## src/rtl/log_converter.sv

```systemverilog
// log_converter
//   Iterative Mitchell binary-to-log2 converter. An unsigned IN_W-bit operand
//   is normalised one bit per clock until its leading one reaches the MSB. The
//   shift count gives the characteristic k = IN_W-1-shifts. The bits below the
//   leading one become the fraction, so log2(x) ~ k + (x-2^k)/2^k.
//   The result {char, frac} is OUT_W = CHAR_W+FRAC_W bits wide, which matches
//   the 13-bit log-domain CPA operand.
//
// Configuration macro:
//   LOGCONV_CORR_EN - when defined, an extra CORR state follows NORM. It adds
//                     2^(FRAC_W-4) to fractions in the middle two quarter
//                     regions, which reduces Mitchell error. This costs one
//                     extra cycle of latency.
//
// Ports:
//   clk        in   rising-edge clock
//   rst_n      in   asynchronous reset, active low
//   in_data    in   unsigned operand (IN_W)
//   in_valid   in   operand valid
//   in_ready   out  converter idle and able to accept
//   out_log    out  {char[CHAR_W-1:0], frac[FRAC_W-1:0]}
//   out_zero   out  operand was zero (log undefined, out_log = 0)
//   out_valid  out  result valid
//   out_ready  in   downstream accepts the result
module log_converter #(
  parameter int IN_W   = 8,
  parameter int CHAR_W = 4,
  parameter int FRAC_W = 9
) (
  input  logic                     clk,
  input  logic                     rst_n,
  input  logic [IN_W-1:0]          in_data,
  input  logic                     in_valid,
  output logic                     in_ready,
  output logic [CHAR_W+FRAC_W-1:0] out_log,
  output logic                     out_zero,
  output logic                     out_valid,
  input  logic                     out_ready
);

  localparam logic [1:0] IDLE = 2'd0;
  localparam logic [1:0] NORM = 2'd1;
`ifdef LOGCONV_CORR_EN
  localparam logic [1:0] CORR = 2'd2;
`endif
  localparam logic [1:0] DONE = 2'd3;

  logic [1:0]        state;
  logic [IN_W-1:0]   sh;
  logic [CHAR_W-1:0] cnt;
  logic [CHAR_W-1:0] char_q;
  logic [FRAC_W-1:0] frac_q;
  logic              zero_q;
  logic [FRAC_W-1:0] frac_norm;

  // The bits below the normalised MSB are left-aligned into the fraction.
  // Spare LSBs are zero-padded. If the operand is wider than the fraction,
  // the low bits are truncated.
  generate
    if (FRAC_W > IN_W - 1) begin : g_pad
      assign frac_norm = {sh[IN_W-2:0], {(FRAC_W-IN_W+1){1'b0}}};
    end else if (FRAC_W == IN_W - 1) begin : g_exact
      assign frac_norm = sh[IN_W-2:0];
    end else begin : g_trunc
      assign frac_norm = sh[IN_W-2 -: FRAC_W];
    end
  endgenerate

`ifdef LOGCONV_CORR_EN
  logic [FRAC_W:0]   frac_bump;
  logic [FRAC_W-1:0] frac_corr;

  // Correction is applied only when the top two fraction bits are 01 or 10.
  // The bump saturates at all-ones, so it can never carry into the
  // characteristic.
  always_comb begin
    frac_bump = {1'b0, frac_q} + (FRAC_W+1)'(2 ** (FRAC_W - 4));
    frac_corr = frac_q;
    if (frac_q[FRAC_W-1] ^ frac_q[FRAC_W-2]) begin
      frac_corr = frac_bump[FRAC_W] ? {FRAC_W{1'b1}} : frac_bump[FRAC_W-1:0];
    end
  end
`endif

  // Control FSM and datapath registers.
  // An accepted operand always enters NORM first.
  // A zero operand is detected there, one cycle later, which puts its result
  // a single edge after acceptance.
  // A nonzero operand never shifts down to zero before its leading one reaches
  // the MSB, so sh == 0 in NORM only ever means a zero operand.
  always_ff @(posedge clk or negedge rst_n) begin
    if (!rst_n) begin
      state  <= IDLE;
      sh     <= '0;
      cnt    <= '0;
      char_q <= '0;
      frac_q <= '0;
      zero_q <= 1'b0;
    end else begin
      case (state)
        IDLE: begin
          if (in_valid) begin
            sh    <= in_data;
            cnt   <= '0;
            state <= NORM;
          end
        end
        NORM: begin
          if (sh == '0) begin
            zero_q <= 1'b1;
            char_q <= '0;
            frac_q <= '0;
            state  <= DONE;
          end else if (!sh[IN_W-1]) begin
            sh  <= sh << 1;
            cnt <= cnt + 1'b1;
          end else begin
            char_q <= CHAR_W'(IN_W - 1) - cnt;
            frac_q <= frac_norm;
`ifdef LOGCONV_CORR_EN
            state  <= CORR;
`else
            state  <= DONE;
`endif
          end
        end
`ifdef LOGCONV_CORR_EN
        CORR: begin
          frac_q <= frac_corr;
          state  <= DONE;
        end
`endif
        DONE: begin
          if (out_ready) begin
            char_q <= '0;
            frac_q <= '0;
            zero_q <= 1'b0;
            state  <= IDLE;
          end
        end
        default: state <= IDLE;
      endcase
    end
  end

  // in_ready is gated by rst_n, so every output reads 0 while reset is held.
  assign in_ready  = (state == IDLE) && rst_n;
  assign out_valid = (state == DONE);
  assign out_log   = {char_q, frac_q};
  assign out_zero  = zero_q;

endmodule

```

## config.mk

```make
export PLATFORM = sky130hd
export DESIGN_NAME = log_converter
export DESIGN_NICKNAME = d
export VERILOG_FILES = /design/src/rtl/log_converter.sv
export SDC_FILE = /design/constraint.sdc
export NUM_CORES = 1
export LEC_CHECK = 0
export CORE_UTILIZATION = 55
export CTS_BUF_LIST = sky130_fd_sc_hd__clkbuf_4
export DETAILED_ROUTE_END_ITERATION = 8
export GPL_ROUTABILITY_DRIVEN = 0
export PLACE_DENSITY = 0.95
export SYNTH_ARGS = -nofsm -noshare
export SYNTH_HDL_FRONTEND = slang
export SYNTH_SLANG_ARGS = --single-unit
```

## constraint.sdc

```tcl
create_clock -name clk -period 4 [get_ports clk]
set_clock_uncertainty 0.2 [all_clocks]
set_input_delay 0.8 -clock clk [delete_from_list [all_inputs] [get_ports clk]]
set_output_delay 0.8 -clock clk [all_outputs]
set_load 0.05 [all_outputs]
```

==> impl_metrics.yaml <==
worst_setup_path:
  crit_chain: "nand2_1, inv_1, clkdlybuf4s50_1"
  cp_max_stage_delay_ns: 0.81
  crit_start: "state[0]"
  timing.critical_path.required_ns: 3.00
  critical_path.endpoint_type: "primary output"
  path_max_fanout: 8
  start_kind: "flip-flop"
  crit_arrival_ns: 1.84
  worst-setup-path-type: "flip-flop to primary output"
  critPathTopFamily: "buffers and inverters"
  timing.critical_path.buf_inv: 2
  cpMaxStageDelayCell: "clkdlybuf4s50_1"
  reg2reg_launch_point: "sh[7]"
placement:
  place.detailed.instances: 155
  port-buffer-count: 25
  placedInstanceArea_um2: 1480
  hpwlAfterDp_um: 1850
  dpl_worst_slack_ns: 1.15
sta:
  max_freq_ghz: 0.352
  final-hold-violation-count: 0
  timing.final.crit_share_pct: 71.1
  unrepaired_setup_endpoints_after_global_routing: "no"
  setup_slack_ns: 1.16
  fin_tns_setup_ns: 0
  count_of_final_setup_violators: 0
  timing.max_slew.rel_slack_pct: 62.0
  tightestPinTransition_ns: 0.568
  finalMaxSlewViolations: 0
  final_min_period_ns: 2.84
floorplanning:
  ioPinCount: 28
  initial_utilization_pct: 60.8
  fp.dieW_um: 49.3
  core.rowCount: 16
  fp.dieH_um: 49.3
  design.die.area_um2: 2430
  fp.coreArea_um2: 2020
layout:
  layout.filler_cells: 135
  mostFrequentLayoutCells: "dfrtp_1 (26), clkdlybuf4s50_1 (24), nand2_1 (11)"
  growth_of_design_area_from_synthesis_to_finish_pct: 24.3
  number_of_antenna_diodes: 0
  mostFrequentLayoutCell: "dfrtp_1"
  final_layout_size_suffix_gt1_share_pct: 14.4
  post_route_standard_cell_area_excluding_fillers_um2: 1530
  multiInputGateArea_um2: 512
  number_of_nets_at_the_end_of_the_flow: 146
  ff_latch_area_um2: 651
  layout.cells.non_filler: 159
power_and_ir_drop:
  p_leak_uw: 0.000636
  power.ir.vdd_worst_v: 0.000627
  power_density_nw_per_um2: 928
synth:
  synth.ff_latch_count: 26
  netlist_area_um2: 1230
  synthDistinctLibCells: 36
  netlist_instances: 110
  synth_area_leader_cell: "dfrtp_1"
  synth_enable_flop_cells: 0
  ys_dominant_reg_cell: "dfrtp_1"
  synth_largest_type_area_fraction_pct: 53.0
  synthArstFlopShare_pct: 100
  synth.avg_cell_area_um2: 11.2
  yosys_warnings: 0
  synth-seq-area-share_pct: 53.0
  ys_top_cells_by_area: "dfrtp_1 (53%), o221a_2 (5.5%), a22o_1 (5.0%)"
global_route:
  grt_pass1_vias: 977
  grt_antenna_before_repair: 0
  global_route.overflow_total: 0
  globalRouteTotalUtil_pct: 23.9
  wire_length_of_the_first_global_routing_pass_um: 4430
  grt_max_degree: 27
flow_run:
  maxCapViolations: 0
cts:
  worstSkewPairLatency_ns: 0.32
  clock_tree.htree_level_count: 1
  post_cts.resized_instances: 0
  clk_pin_slew_worst_paths_ns: 0.13
  cts_tree: "yes"
  cts.sink_count: 26
  cts_post_setup_buffers_inserted: 0
  cts-root-buf: "clkbuf_4"
  cts_hold_repair.buffers: 0
  cts_made_buffers: 3
  cts_buffer_depth: 2
routing:
  detailedRoute.firstPassIterationCount: 4
  detail_route.drc_violations: 0
  vias_per_cell: 6.36
  route.detailed.wl_per_inst_um: 16.1
  via_count: 1011
  drt-total-wl_um: 2550
  final_antenna_net_count: 0
  drt_first_iter_violations: 48
run_status:
  result_of_the_run: "finished clean"
hold_path:
  startpoint_of_the_lowest_slack_hold_path: "char_q[1]"
  worstHoldPathType: "flip-flop to flip-flop"
stage by stage:
step	power, uW	utilization [%]	hold slack, ns
after floorplan	1030	-	0.262
after global placement	1210	73.0	0.278
after detailed placement	1240	73.0	0.273
after CTS	1420	75.6	0.316
after global routing	1500	75.6	0.329
final	1420	75.6	0.313
metal layers:
| metal | track usage, % | routed length (um) | part of all wire, % | vias to the layer above |
|---|---|---|---|---|
| met1 | 31.5 | 1130 | 44 | 502 |
| li1 | - | - | - | 463 |
| met3 | 1.87 | 134 | 5.3 | 4 |
| met5 | 0 | 0 | 0 | - |
| met2 | 42.5 | 1270 | 50 | 42 |
| met4 | 5.88 | 26 | 1.0 | 0 |
synthesized netlist by cell type, types with 2 or more instances:
| master | number |
|---|---|
| buf_4 | 2 |
| clkbuf_1 | 3 |
| nand2_1 | 11 |
| a22o_2 | 2 |
| inv_1 | 3 |
| a22o_1 | 7 |
| buf_6 | 2 |
| dfrtp_1 | 26 |
| o2bb2ai_1 | 3 |
| or3_1 | 6 |
| a21oi_1 | 4 |
| o221a_2 | 6 |
| nand3_1 | 6 |
| nor2_1 | 2 |
| o21ai_0 | 5 |
| nor4_1 | 2 |
cell type report:
| class | instances | area share, % |
|---|---|---|
| multi-input cells | 73 | 33.5 |
| flip-flops and latches | 26 | 42.6 |
| well taps | 27 | 2.21 |
| repair buffers | 26 | 17.5 |
| clock buffers | 3 | 1.47 |
| clock inverters | 1 | 1.97 |
| inverters | 3 | 0.737 |
report_power, final:
part / switching (uW) / internal (uW)
combinational: 439 / 297
clock: 75.5 / 101
sequential: 122 / 382
total: 637 / 781
logic make-up after synthesis:
| group | count (synthesis) | synth area share (%) |
|---|---|---|
| xor+xnor | 1 | 0.713 |
| other cells | 1 | 0.305 |
| compound gates | 34 | 23.5 |
| fa+ha+maj | 1 | 1.02 |
| flops | 26 | 53.0 |
| buf+inv | 12 | 5.70 |
| simple gates | 35 | 15.8 |
worst register-to-register path, delay by kind of cell (launching register included):
kind / cells / cell delay [ns]
and+or+nand+nor: 2 / 0.95
AOI/OAI and AO/OA: 2 / 0.65
DFF: 1 / 0.53
sequential cells by signal (all words and copies together) (netlist names):
register	flops
sh	8
frac_q	7
char_q	4
cnt	4
out_zero	1
state	2
path summary, 6_finish.rpt:
check / to / slack [ns] / cells past startpoint
worst max-delay path: out_valid / 1.16 / 3
worst min-delay path: char_q[1] / 0.31 / 1
worst max register to register: frac_q[8] / 1.58 / 4
worst min register to register: char_q[1] / 0.31 / 1
max in group asynchronous: char_q[1] / 2.68 / 2
min in group asynchronous: sh[5] / 0.68 / 2
Power figures use the tool's default switching activity.
